[config.mk]
export PLATFORM = sky130hd
export DESIGN_NAME = fifo_pkt_framer
export DESIGN_NICKNAME = d
export VERILOG_FILES = /design/src/rtl/fifo_pkt_framer.sv
export SDC_FILE = /design/constraint.sdc
export NUM_CORES = 1
export LEC_CHECK = 0
export ABC_AREA = 1
export BUFFER_PORTS_ARGS = -buffer_cell sky130_fd_sc_hd__buf_2
export CAP_MARGIN = 0
export CORE_MARGIN = 4
export CORE_UTILIZATION = 65
export CTS_BUF_LIST = sky130_fd_sc_hd__clkbuf_4
export DETAILED_ROUTE_END_ITERATION = 8
export GPL_ROUTABILITY_DRIVEN = 1
export HOLD_SLACK_MARGIN = 0.03
export PLACE_DENSITY = 0.87
export SYNTH_ARGS = -nofsm -noshare
export SYNTH_HDL_FRONTEND = slang
export SYNTH_SLANG_ARGS = --single-unit
[constraint.sdc]
create_clock -name clk -period 2.9 [get_ports clk]
set_clock_uncertainty 0.1 [all_clocks]
set_input_delay 0.58 -clock clk [delete_from_list [all_inputs] [get_ports clk]]
set_output_delay 0.58 -clock clk [all_outputs]
set_load 0.02 [all_outputs]
[src/rtl/fifo_pkt_framer.sv]
// Packet framer: pops a show-ahead FIFO and streams PKT_LEN payload words per packet,
// followed by a {seq, len} trailer word and a 16-bit additive checksum word.
module fifo_pkt_framer #(
   parameter int WIDTH   = 16,
   parameter int PKT_LEN = 4,
   parameter int TIMEOUT = 64
) (
   input  logic             clk,
   input  logic             reset_p,
   input  logic [WIDTH-1:0] fifo_data,
   input  logic             fifo_empty,
   output logic             fifo_rd,
   output logic [WIDTH-1:0] m_data,
   output logic             m_valid,
   input  logic             m_ready,
   output logic             m_last,
   output logic [15:0]      pkt_cnt
);

   typedef enum logic [1:0] {WAIT_RST, PAYLOAD, TRAILER, CSUM} state_t;

   localparam logic [7:0]  LEN_FULL = 8'(PKT_LEN);
   localparam logic [15:0] TMO_LAST = 16'(TIMEOUT - 1);

   state_t           state;
   logic [7:0]       seq;
   logic [7:0]       len;
   logic [15:0]      sum;
   logic [15:0]      tmo;
   logic             out_free;
   logic             pop;
   logic             timeout_hit;
   logic [WIDTH-1:0] trailer_word;
   logic [WIDTH-1:0] csum_word;

   // The pop strobe is gated by reset_p so the FIFO never advances during reset.
   always_comb begin
      out_free           = ~m_valid | m_ready;
      pop                = (state == PAYLOAD) & ~fifo_empty & out_free & ~reset_p;
      fifo_rd            = pop;
      timeout_hit        = (state == PAYLOAD) && (len != 8'd0) && (tmo == TMO_LAST) && !pop;
      trailer_word       = '0;
      trailer_word[15:0] = {seq, len};
      csum_word          = '0;
      csum_word[15:0]    = sum;
   end

   always_ff @(posedge clk) begin
      if (reset_p) begin
         state   <= WAIT_RST;
         m_data  <= '0;
         m_valid <= 1'b0;
         m_last  <= 1'b0;
         pkt_cnt <= 16'd0;
         seq     <= 8'd0;
         len     <= 8'd0;
         sum     <= 16'd0;
         tmo     <= 16'd0;
      end else begin
         // An accepted word drops valid; any load below overrides it, so there is no bubble.
         if (m_valid && m_ready) begin
            m_valid <= 1'b0;
            m_last  <= 1'b0;
            if (m_last) begin
               pkt_cnt <= pkt_cnt + 16'd1;
            end
         end
         case (state)
            WAIT_RST: begin
               state <= PAYLOAD;
            end
            PAYLOAD: begin
               if (pop) begin
                  m_data  <= fifo_data;
                  m_valid <= 1'b1;
                  m_last  <= 1'b0;
                  len     <= len + 8'd1;
                  sum     <= sum + fifo_data[15:0];
                  tmo     <= 16'd0;
                  if (len + 8'd1 == LEN_FULL) begin
                     state <= TRAILER;
                  end
               end else if (len == 8'd0) begin
                  tmo <= 16'd0;
               end else begin
                  if (fifo_empty) begin
                     tmo <= tmo + 16'd1;
                  end
                  if (timeout_hit) begin
                     state <= TRAILER;
                  end
               end
            end
            TRAILER: begin
               if (out_free) begin
                  m_data  <= trailer_word;
                  m_valid <= 1'b1;
                  m_last  <= 1'b0;
                  state   <= CSUM;
               end
            end
            CSUM: begin
               if (out_free) begin
                  m_data  <= csum_word;
                  m_valid <= 1'b1;
                  m_last  <= 1'b1;
                  len     <= 8'd0;
                  sum     <= 16'd0;
                  tmo     <= 16'd0;
                  seq     <= seq + 8'd1;
                  state   <= PAYLOAD;
               end
            end
            default: begin
               state <= WAIT_RST;
            end
         endcase
      end
   end

endmodule

---- Word level (Yosys, flattened, before mapping) ----
Index checks and enable logic that the tools add are counted.
storage, ports and cells
  register bits after elaboration ......... 84
  bits of input ports ..................... 20
  logic and storage cells ................. 80
  latch bits .............................. 0
  output and inout bits ................... 35
  bits in writable memories ............... 0
  ROM bits ................................ 0
  memories ................................ 0
cells by class
  $lt $le $gt $ge ......................... 0
  shifts and indexed selects .............. 0
  reductions and logical operators ........ 17
  equal/unequal tests ..................... 12
  divide/modulo/power cells ............... 0
  mux-type cells .......................... 30
  bitwise gates (word level) .............. 7
  add/subtract/negate cells ............... 5
  multipliers ............................. 0
operators with widths
  operator                 number
  $mux W16                 8
  $pmux W16 S2             2
  $pmux W16 S3             1
  $add A16 B1 Y16 const B  2
  $add A16 B16 Y16         1
  $add A8 B1 Y8 const B    2
  $eq A16 B6 Y1 const B    1
  $mux W8                  2
  $pmux W8 S2              1
  $mux W2                  6
  $eq A8 B3 Y1 const B     1
  $logic_not A8 Y1         1
  $pmux W2 S4              1
  $reduce_bool A8 Y1       1
  $mux W1                  7
  $ne A2 B2 Y1 const B     3
  $ne A3 B3 Y1 const B     2
  $reduce_and A3 Y1        2
  $reduce_and A5 Y1        1
  $eq A2 B2 Y1 const B     2
  $logic_and A1 B1 Y1      4
  $ne A4 B3 Y1 const B     1
  $reduce_and A2 Y1        2
  $reduce_and A4 Y1        1
  12 further kinds         16

---- Depth between registers and ports, before layout ----
Gate-level depths: netlist of run 1.
  depth after elaboration ................. 10
  gate-level depth with buffers ........... 13
  depth with buffers taken out ............ 13

---- Worst setup path before layout of run 1 ----
OpenSTA, ideal clock, no wires.
  path kind ............................... in2reg
  start ................................... input port fifo_data[0]
  end ..................................... register sum[10], in the netlist csum_word[10]
  arrival ................................. 1848 ps
  stages .................................. 13
  path slack .............................. 820 ps
  setup time .............................. 132 ps
  buffers on the path ..................... 0
  required time ........................... 2668 ps
  cell sequence ........................... ha_1 inv_1 fa_1 inv_1 nand3_1 nand2_1 nand2_1 nand2_1 nand3_1 nand2_1 nand2_1 nand3_1 a21oi_1
between the ends
  word-level cells in the longest chain between the ends .. 3
RTL lines
  item                    line  RTL
  start: declaration      10    input logic [WIDTH-1:0] fifo_data,
  $add A16 B16 Y16        78    sum <= sum + fifo_data[15:0];
  $mux W16                73    if (pop) begin
  $pmux W16 S2            68    case (state)
  end signal: assignment  78
  end: declaration        28    logic [15:0] sum;
No other way between the ends. The select of a mux whose other input is x is not followed.
A chain may end at the register's enable or synchronous reset.

---- Worst setup path after layout of run 1 ----
  start ................................... register state[1]
  end ..................................... register tmo[1]
between the ends
  word-level cells in the longest chain between the ends .. 6
  elaborated cells on any way between the ends .. 11
  those cells by class .................... eq/ne (4); mux (2); bitwise (3); reduce/logical (2)
RTL lines
  item                                                                line    RTL
  start: declaration                                                  25      state_t state;
  start signal: assignment                                            50      state <= WAIT_RST;
  start signal: assignment                                            70      state <= PAYLOAD;
  start signal: assignment                                            81      state <= TRAILER;
  $eq A2 B1 Y1                                                        39, 68
  $and A1 B1 Y1 (3 in a row)                                          39      pop = (state == PAYLOAD) & ~fifo_empty & out_free & ~reset_p;
  $ne A4 B3 Y1 (no line) / $mux W16 (equally long branches)           n/a
  $reduce_and A3 Y1 (no line) / $pmux W16 S2 (equally long branches)  n/a
  end signal: assignment                                              87      tmo <= tmo + 16'd1;
  end: declaration                                                    29      logic [15:0] tmo;
Several ways; a longest one is shown, not always the timed one.

==> results.py, run 1 <==
metrics = {
    "drt": {
        "ant_nets": 0,
        "drcViolationCount": 0,
        "firstDrtPassIters": 5,
        "finalWirelength_um": 12000,
        "initialDrtViolationCount": 255,
        "vias": 4919,
        "vias_per_cell": 5.51,
        "wire_per_inst_um": 13.4,
    },
    "timing": {
        "finalSetupTns_ns": 0,
        "finalCriticalPeriod_ns": 2.52,
        "fmax_mhz": 397,
        "max_slew.worst_pin.slew_ns": 0.734,
        "relSlewSlack_pct": 50.9,
        "final-max-slew-violation-count": 0,
        "timing.final.ws_setup_ns": 0.379,
        "finalSetupViolations": 0,
        "fin_crit_sh_pct": 86.9,
        "grt_setup_unrepaired": "false",
        "hold_viol_final": 0,
    },
    "synthesis": {
        "synthCells": 739,
        "synth_fp_nets": 786,
        "async_flop_share_pct": 0,
        "synth_top_area_share_pct": 34.4,
        "ys_warn_count": 0,
        "ys_seq_area_share_pct": 34.4,
        "netlist_area_um2": 4880,
        "synth_edf_count": 0,
        "synth_cell_types": 37,
        "yosys.area.top_type": "dfxtp_1",
        "yosysMostFrequentCell": "nand2_1",
        "synthFlopType": "dfxtp_1",
        "synth_commonest_cells": "nand2_1, a21oi_1, inv_1, dfxtp_1, nor2_1",
        "ys_seq_elements": 84,
        "syn_area_per_cell_um2": 6.61,
        "synthTopCellsByArea": "dfxtp_1, nand2_1, a21oi_1",
    },
    "layout": {
        "final_cells": 893,
        "fin_nets": 836,
        "seq_area_um2": 1680,
        "n_antenna_cell": 0,
        "design_area_um2": 5400,
        "nFillCells": 662,
        "layout-drive-gt1-share_pct": 11.7,
        "multi_input_area_um2": 2770,
        "syn_to_final_growth_pct": 10.6,
    },
    "critical_path": {
        "worstPathMaxFanout": 25,
        "path_buf_inv": 2,
        "required_ns": 3.12,
        "cp-start-kind": "flop",
        "cp.arrival_ns": 2.74,
        "r2r-start": "state[1]",
        "critPathLaunch": "state[1]",
        "slowest_delay_ns": 0.58,
        "crit_chain": "inv_1, ha_1, nand3_2, nor2_4, o21ai_4, nand2_4, inv_2, nor2_1, nand2_1, a21oi_1",
        "cp-end-kind": "flop",
        "critPathKind": "reg -> reg",
        "crit_slowest_cell": "o21ai_4",
        "crit_family": "simple AND/OR/NAND/NOR gates",
    },
    "floorplan": {
        "dieHeight_um": 94.7,
        "initial_core_util_pct": 67.0,
        "rows": 31,
        "core_um2": 7290,
        "dieArea_um2": 8970,
        "io_pins": 55,
        "die_w_um": 94.7,
    },
    "status": {
        "run_status": "complete, no violations",
    },
    "grt": {
        "grt_pass1_wl_um": 20200,
        "track_usage_pct": 28.0,
        "antenna_found_initial": 0,
        "overflow": 0,
        "grt_max_degree": 40,
        "first_global_vias": 4631,
    },
    "place": {
        "hpwl_um": 8810,
        "dp_slack_ns": 0.317,
        "gp_congestion": 0.987,
        "dpl_cell_area_um2": 5230,
        "io_buffers": 54,
        "placedCellCount": 877,
    },
    "clock_network": {
        "postCtsHoldBufs": 0,
        "clk_pin_slew_ns": 0.15,
        "post_cts_buffers": 0,
        "numCtsBuffers": 9,
        "clockBufferDepth": 2,
        "htreeDepth": 3,
        "cts_tree": "yes",
        "root_buffer": "clkbuf_4",
        "ctsResizeCount": 0,
        "clock_latency_ns": 0.44,
        "cts_sinks": 84,
    },
    "hold_path": {
        "hold_start": "fifo_data[12]",
        "hold_path_class": "in -> reg",
    },
    "power": {
        "max-vdd-ir-drop_mv": 0.643,
        "power-per-cell-area_nw_per_um2": 690,
        "p_leak_nw": 2.33,
    },
    "job": {
        "cap_violations": 0,
    },
}
==> metal layers <==
metal	share of wire [%]	routed length, um	vias up	track usage [%]
met5	0	0	-	0
met4	2.4	282	0	13.1
met3	5.7	676	26	4.38
met2	48	5700	145	46.6
met1	44	5310	2217	35.5
li1	-	-	2531	-
==> worst paths after layout <==
path,endpoint,slack [ns],cells past startpoint
setup / recovery,tmo[1],0.38,10
hold / removal,m_data[12],0.34,3
setup reg to reg,tmo[1],0.38,10
hold reg to reg,pkt_cnt[12],0.39,2
==> report_power, final <==
part / total, mW / switching, mW / leakage (nW) / internal (mW)
clock network: 0.811 / 0.446 / 0.0930 / 0.365
registers: 1.42 / 0.103 / 0.682 / 1.32
logic: 1.49 / 1.05 / 1.55 / 0.443
==> layout make-up <==
| cell class | instances | share of cell area, % |
|---|---|---|
| Timing Repair Buffer | 61 | 5.98 |
| Inverter | 88 | 6.12 |
| Clock inverter | 7 | 1.97 |
| Multi-Input combinational cell | 545 | 51.3 |
| Clock buffer | 9 | 1.25 |
| Tap cell | 99 | 2.29 |
| Sequential cell | 84 | 31.1 |
==> worst register-to-register path: stages (launching register included) <==
cell,delay [ns]
dfxtp_1,0.42
inv_1,0.10
ha_1,0.23
nand3_2,0.12
nor2_4,0.06
o21ai_4,0.58
nand2_4,0.26
inv_2,0.26
nor2_1,0.12
nand2_1,0.10
a21oi_1,0.06
==> state kept, by name (all words and copies together) (netlist names) <==
register and flops:
csum_word 16, len 8, m_data 16, m_last 1, m_valid 1, pkt_cnt 16
seq 8, state 2, tmo 16
==> through the flow <==
step,utilization [%],power (mW),hold slack [ns]
4_1_cts,74.1,3.72,0.314
2_1_floorplan,-,2.54,0.343
5_1_grt,74.1,3.97,0.353
3_5_place_dp,71.7,2.92,0.374
6_report,74.1,3.72,0.337
3_3_place_gp,71.7,2.88,0.359
==> cell families after synthesis <==
| kind of cell | Yosys count | synth area share, % |
|---|---|---|
| flip-flops | 84 | 34.4 |
| buffers and inverters | 110 | 8.89 |
| AND/OR/NAND/NOR | 341 | 30.3 |
| XOR/XNOR | 5 | 0.896 |
| adder cells (fa/ha/maj) | 27 | 7.07 |
| AO/OA/AOI/OAI | 172 | 18.5 |
==> cells in the final DEF (no fill, tap or decap), types with 5 or more instances in the layout <==
master      n
dfxtp_1    84
ha_1       26
buf_4       7
nand3_1    52
buf_2      54
nand2_1   182
nor2_1     60
inv_1      86
nand4_1     7
nor3_1     20
xor2_1      5
clkbuf_4    9
a21oi_1   105
o21ai_0    51
No activity file was read; power rests on OpenSTA's default activity.
==> run 2: changes to the inputs <==
--- a/config.mk
+++ b/config.mk
@@ -14,7 +14,7 @@
 export DETAILED_ROUTE_END_ITERATION = 8
 export GPL_ROUTABILITY_DRIVEN = 1
 export HOLD_SLACK_MARGIN = 0.03
-export PLACE_DENSITY = 0.87
+export PLACE_DENSITY_LB_ADDON = 0.3
 export SYNTH_ARGS = -nofsm -noshare
 export SYNTH_HDL_FRONTEND = slang
 export SYNTH_SLANG_ARGS = --single-unit
==> results.py, run 2 (synthesized netlist as in run 1, its figures left out) <==
metrics = {
    "clock_network": {
        "htreeDepth": 3,
        "numCtsBuffers": 9,
        "postCtsHoldBufs": 0,
        "clockBufferDepth": 2,
        "cts_tree": "yes",
        "cts_sinks": 84,
        "clock_latency_ns": 0.44,
        "clk_pin_slew_ns": 0.14,
        "ctsResizeCount": 0,
        "root_buffer": "clkbuf_4",
        "post_cts_buffers": 0,
    },
    "drt": {
        "vias_per_cell": 5.60,
        "ant_nets": 0,
        "vias": 5005,
        "finalWirelength_um": 12300,
        "initialDrtViolationCount": 326,
        "firstDrtPassIters": 5,
        "wire_per_inst_um": 13.7,
        "drcViolationCount": 0,
    },
    "grt": {
        "grt_max_degree": 40,
        "track_usage_pct": 28.3,
        "grt_pass1_wl_um": 20400,
        "overflow": 0,
        "antenna_found_initial": 0,
        "first_global_vias": 4599,
    },
    "timing": {
        "grt_setup_unrepaired": "false",
        "finalSetupTns_ns": 0,
        "hold_viol_final": 0,
        "whs_ns": 0.345,
        "fmax_mhz": 401,
        "final-max-slew-violation-count": 0,
        "max_slew.worst_pin.slew_ns": 0.757,
        "fin_crit_sh_pct": 85.9,
        "finalCriticalPeriod_ns": 2.49,
        "relSlewSlack_pct": 49.3,
        "finalSetupViolations": 0,
    },
    "critical_path": {
        "r2r-start": "state[1]",
        "required_ns": 3.12,
        "reg2reg_depth": 10,
        "cp-start-kind": "flop",
        "crit_family": "compound AO/OA/AOI/OAI gates",
        "cp-end-kind": "flop",
        "path_buf_inv": 2,
        "r2r_end": "tmo[1]",
        "slowest_delay_ns": 0.59,
        "regToRegSetupSlack_ns": 0.41,
        "critPathKind": "reg -> reg",
        "cp.arrival_ns": 2.71,
        "worstPathMaxFanout": 25,
        "crit_slowest_cell": "o21ai_4",
        "crit_chain": "inv_1, ha_1, nand3_2, nor2_4, o21ai_4, nand2_4, inv_2, nor2_1, nand2_1, a21oi_1",
    },
    "status": {
        "run_status": "complete, no violations",
    },
    "layout": {
        "layout-drive-gt1-share_pct": 11.7,
        "n_antenna_cell": 0,
        "syn_to_final_growth_pct": 10.0,
        "layout_commonest_cell": "nand2_1",
        "fin_nets": 836,
        "design_area_um2": 5370,
        "most-common-layout-cells": "nand2_1, a21oi_1, inv_1, dfxtp_1, nor2_1",
    },
    "floorplan": {
        "dieHeight_um": 94.7,
        "rows": 31,
        "io_pins": 55,
        "initial_core_util_pct": 67.0,
        "dieArea_um2": 8970,
        "core_um2": 7290,
        "die_w_um": 94.7,
    },
    "power": {
        "finalPower_mw": 3.64,
        "p_int_mw": 2.03,
        "power-per-cell-area_nw_per_um2": 678,
        "switchingPower_mw": 1.61,
        "max-vdd-ir-drop_mv": 0.619,
        "comb_power_share_pct": 41.4,
        "seqPwrFrac_pct": 38.8,
        "p_leak_nw": 2.32,
        "clkPwrFrac_pct": 19.8,
        "switching_share_pct": 44.2,
    },
    "place": {
        "hpwl_um": 9030,
        "dpl_cell_area_um2": 5230,
        "gp_congestion": 0.966,
        "io_buffers": 54,
    },
    "hold_path": {
        "hold_path_class": "in -> reg",
        "hold_depth": 3,
        "hold_start": "fifo_data[13]",
        "min_to": "m_data[13]",
    },
    "job": {
        "cap_violations": 0,
    },
}
==> run 2: cell types whose count changed in the layout (fill, tap and decap cells not counted) <==
cell / change
clkinv_4: -1
inv_6: +2
inv_8: -1
bufinv_16: -1
clkinv_2: +1
==> run 2: how the worst max path moves through the flow <==
stage | endpoint | depth (start not counted) | from
2_1_floorplan | csum_word[10] | 13 | fifo_data[0]
3_3_place_gp | tmo[10] | 10 | m_ready
3_5_place_dp | tmo[2] | 10 | m_ready
4_1_cts | tmo[1] | 10 | state[1]
5_1_grt | tmo[10] | 9 | state[1]
6_report | tmo[1] | 10 | state[1]
==> run 2: stage by stage <==
step           utilization, %  instances  setup WS, ns
2_1_floorplan               -        739         0.820
3_3_place_gp             71.7        877         0.382
3_5_place_dp             71.7        877         0.319
4_1_cts                  73.7        893         0.446
5_1_grt                  73.7        893         0.219
6_report                 73.7        893         0.409
==> run 2: cell type report <==
class,count,area [um^2]
fill,637,1920
multi-input combinational,545,2770
tap,99,124
timing repair buffer,61,323
clock buffer,9,67.6
clock inverter,7,78.8
sequential,84,1680
inverter,88,330
==> run 2: per-layer routing <==
layer  up-vias  part of all wire [%]  wire length [um]  track usage, %
met3        23                   6.2               760            4.70
met2       157                    48              5950            48.7
met1      2292                    43              5340            35.8
met4         0                   1.8               225            9.98
li1       2533                     -                 -               -
met5         -                     0                 0               0
==> run 2: power groups by stage <==
stage	Clock, mW	Combinational [mW]	Sequential (mW)
final	0.721	1.51	1.42
after floorplan	0	0.970	1.57
after global routing	0.777	1.66	1.44
after global placement	0	1.45	1.43
after detailed placement	0	1.49	1.44
after CTS	0.728	1.49	1.41
==> run 2: worst min-delay path, delay by kind of cell <==
kind / cells / cell delay [ns]
compound gates: 2 / 0.18
buf+inv: 1 / 0.09
==> run 3: changes to the inputs <==
--- a/config.mk
+++ b/config.mk
@@ -5,7 +5,6 @@
 export SDC_FILE = /design/constraint.sdc
 export NUM_CORES = 1
 export LEC_CHECK = 0
-export ABC_AREA = 1
 export BUFFER_PORTS_ARGS = -buffer_cell sky130_fd_sc_hd__buf_2
 export CAP_MARGIN = 0
 export CORE_MARGIN = 4
==> results.py, run 3 <==
metrics = {
    "layout": {
        "post-route-util_pct": 74.3,
        "layout-drive-gt1-share_pct": 16.3,
        "design_area_um2": 5130,
        "n_antenna_cell": 0,
        "most-common-layout-cells": "dfxtp_1, nor2_1, buf_2, nand2_1, xor2_1",
        "final_cells": 698,
        "fin_nets": 646,
        "layout_commonest_cell": "dfxtp_1",
        "nFillCells": 570,
        "syn_to_final_growth_pct": 8.96,
    },
    "power": {
        "power-per-cell-area_nw_per_um2": 648,
        "finalPower_mw": 3.32,
        "clkPwrFrac_pct": 16.7,
        "max-vdd-ir-drop_mv": 0.430,
        "p_leak_nw": 2.14,
        "p_int_mw": 1.97,
        "seqPwrFrac_pct": 41.7,
        "switching_share_pct": 40.7,
        "comb_power_share_pct": 41.6,
        "switchingPower_mw": 1.35,
    },
    "place": {
        "hpwl_um": 7890,
        "dpl_cell_area_um2": 5030,
        "gp_congestion": 0.881,
        "dp_slack_ns": 0.106,
        "io_buffers": 54,
        "placedCellCount": 684,
    },
    "timing": {
        "fin_crit_sh_pct": 93.2,
        "finalCriticalPeriod_ns": 2.70,
        "whs_ns": 0.340,
        "timing.final.ws_setup_ns": 0.198,
        "final-max-slew-violation-count": 0,
        "hold_viol_final": 0,
        "max_slew.worst_pin.slew_ns": 0.757,
        "finalSetupTns_ns": 0,
        "relSlewSlack_pct": 49.6,
        "grt_setup_unrepaired": "false",
        "fmax_mhz": 370,
        "finalSetupViolations": 0,
    },
    "synthesis": {
        "synth_top_family_by_area": "simple AND/OR/NAND/NOR gates",
        "synth_mux_area_share_pct": 1.06,
        "yosys.area_share.simple_pct": 22.9,
        "synth_cell_types": 56,
        "synthCells": 554,
        "synth_commonest_cells": "dfxtp_1, nor2_1, nand2_1, xor2_1, ha_1",
        "ys_warn_count": 0,
        "synthFlopType": "dfxtp_1",
        "synthTopCellsByArea": "dfxtp_1, ha_1, nor2_1",
        "synth_compound_area_share_pct": 20.9,
        "async_flop_share_pct": 0,
        "synthAdderAreaFrac_pct": 7.34,
        "synth_xor_area_share_pct": 8.00,
        "yosysMostFrequentCell": "dfxtp_1",
        "netlist_area_um2": 4710,
        "ys_seq_area_share_pct": 35.7,
        "yosys.area.top_type": "dfxtp_1",
        "ys_seq_elements": 84,
        "syn_area_per_cell_um2": 8.50,
        "synth_top_area_share_pct": 35.7,
        "synth_edf_count": 0,
        "synth_fp_nets": 601,
    },
    "hold_path": {
        "hold_depth": 3,
        "hold_path_class": "in -> reg",
        "min_to": "m_data[2]",
        "hold_start": "fifo_data[2]",
    },
    "clock_network": {
        "htreeDepth": 3,
        "numCtsBuffers": 9,
        "cts_tree": "yes",
        "postCtsHoldBufs": 0,
        "clock_latency_ns": 0.42,
        "ctsResizeCount": 0,
        "root_buffer": "clkbuf_4",
        "clk_pin_slew_ns": 0.13,
        "clockBufferDepth": 2,
        "cts_sinks": 84,
        "post_cts_buffers": 0,
    },
    "drt": {
        "firstDrtPassIters": 5,
        "wire_per_inst_um": 15.7,
        "finalWirelength_um": 11000,
        "vias_per_cell": 6.13,
        "vias": 4281,
        "initialDrtViolationCount": 312,
        "ant_nets": 0,
        "drcViolationCount": 0,
    },
    "floorplan": {
        "initial_core_util_pct": 68.2,
        "core_um2": 6910,
        "dieHeight_um": 93.1,
        "io_pins": 55,
        "die_w_um": 93.1,
        "rows": 30,
        "dieArea_um2": 8670,
    },
    "grt": {
        "antenna_found_initial": 0,
        "first_global_vias": 4133,
        "grt_pass1_wl_um": 18900,
        "grt_max_degree": 66,
        "overflow": 0,
        "track_usage_pct": 26.6,
    },
    "critical_path": {
        "worstPathMaxFanout": 8,
        "cp.arrival_ns": 2.02,
        "critPathKind": "reg -> out",
        "reg2reg_depth": 9,
        "cp-start-kind": "flop",
        "r2r-start": "csum_word[0]",
        "required_ns": 2.22,
        "r2r_end": "csum_word[10]",
        "regToRegSetupSlack_ns": 0.36,
        "cp-end-kind": "output pin",
        "critPathLaunch": "state[1]",
    },
    "job": {
        "cap_violations": 0,
    },
    "status": {
        "run_status": "complete, no violations",
    },
}
## run 3: cell types whose count changed after synthesis, moves of 27 or more
cell     change
a21oi_1     -80
inv_1       -73
nand2_1    -129
nand3_1     -36
o21ai_0     -31
xor2_1      +27
## run 3: layer usage
metal  vias to the layer above  global-route usage (%)  part of all wire (%)
li1                       2070                       -                     -
met1                      2019                    34.6                    44
met2                       159                    42.2                    46
met3                        33                    6.28                   7.4
met4                         0                    11.5                   2.8
met5                         -                       0                     0
## run 3: cell families (layout without fill, tap and decap cells)
group / after synthesis / after routing
and+or+nand+nor: 225 / 225
AOI/OAI and AO/OA: 129 / 129
DFF: 84 / 84
xor gates and xnor gates: 43 / 43
buffers and inverters: 41 / 89
adders and majority gates: 27 / 27
muxes: 5 / 5
## run 3: final cells by class
cell class / instances / area (um^2) / share of cell area, %
clock buffers: 9 / 67.6 / 1.32
inverters: 13 / 48.8 / 0.951
flip-flops and latches: 84 / 1680 / 32.8
well taps: 96 / 120 / 2.34
multi-input cells: 429 / 2840 / 55.3
clock inverters: 5 / 31.3 / 0.610
repair buffers: 62 / 343 / 6.68
## run 3: critical path: stages (launching register included)
cell and delay, ns:
dfxtp_1 0.37, inv_1 0.11, ha_1 0.34, nor3b_4 0.31
nand2_2 0.14, inv_1 0.14, buf_2 0.18
## run 3: worst max-delay path by stage
stage,to,slack [ns],cells after the start
final,fifo_rd,0.20,6
after global routing,fifo_rd,0.03,6
after CTS,fifo_rd,0.20,6
after detailed placement,csum_word[10],0.11,10
after global placement,csum_word[14],0.25,10
after floorplan,csum_word[14],0.44,7
## run 3: power groups by stage
stage / Sequential (mW) / Combinational (mW) / Clock [mW]
6_report: 1.39 / 1.38 / 0.553
5_1_grt: 1.41 / 1.53 / 0.625
4_1_cts: 1.39 / 1.38 / 0.565
3_5_place_dp: 1.41 / 1.37 / 0
3_3_place_gp: 1.40 / 1.33 / 0
2_1_floorplan: 1.49 / 0.973 / 0
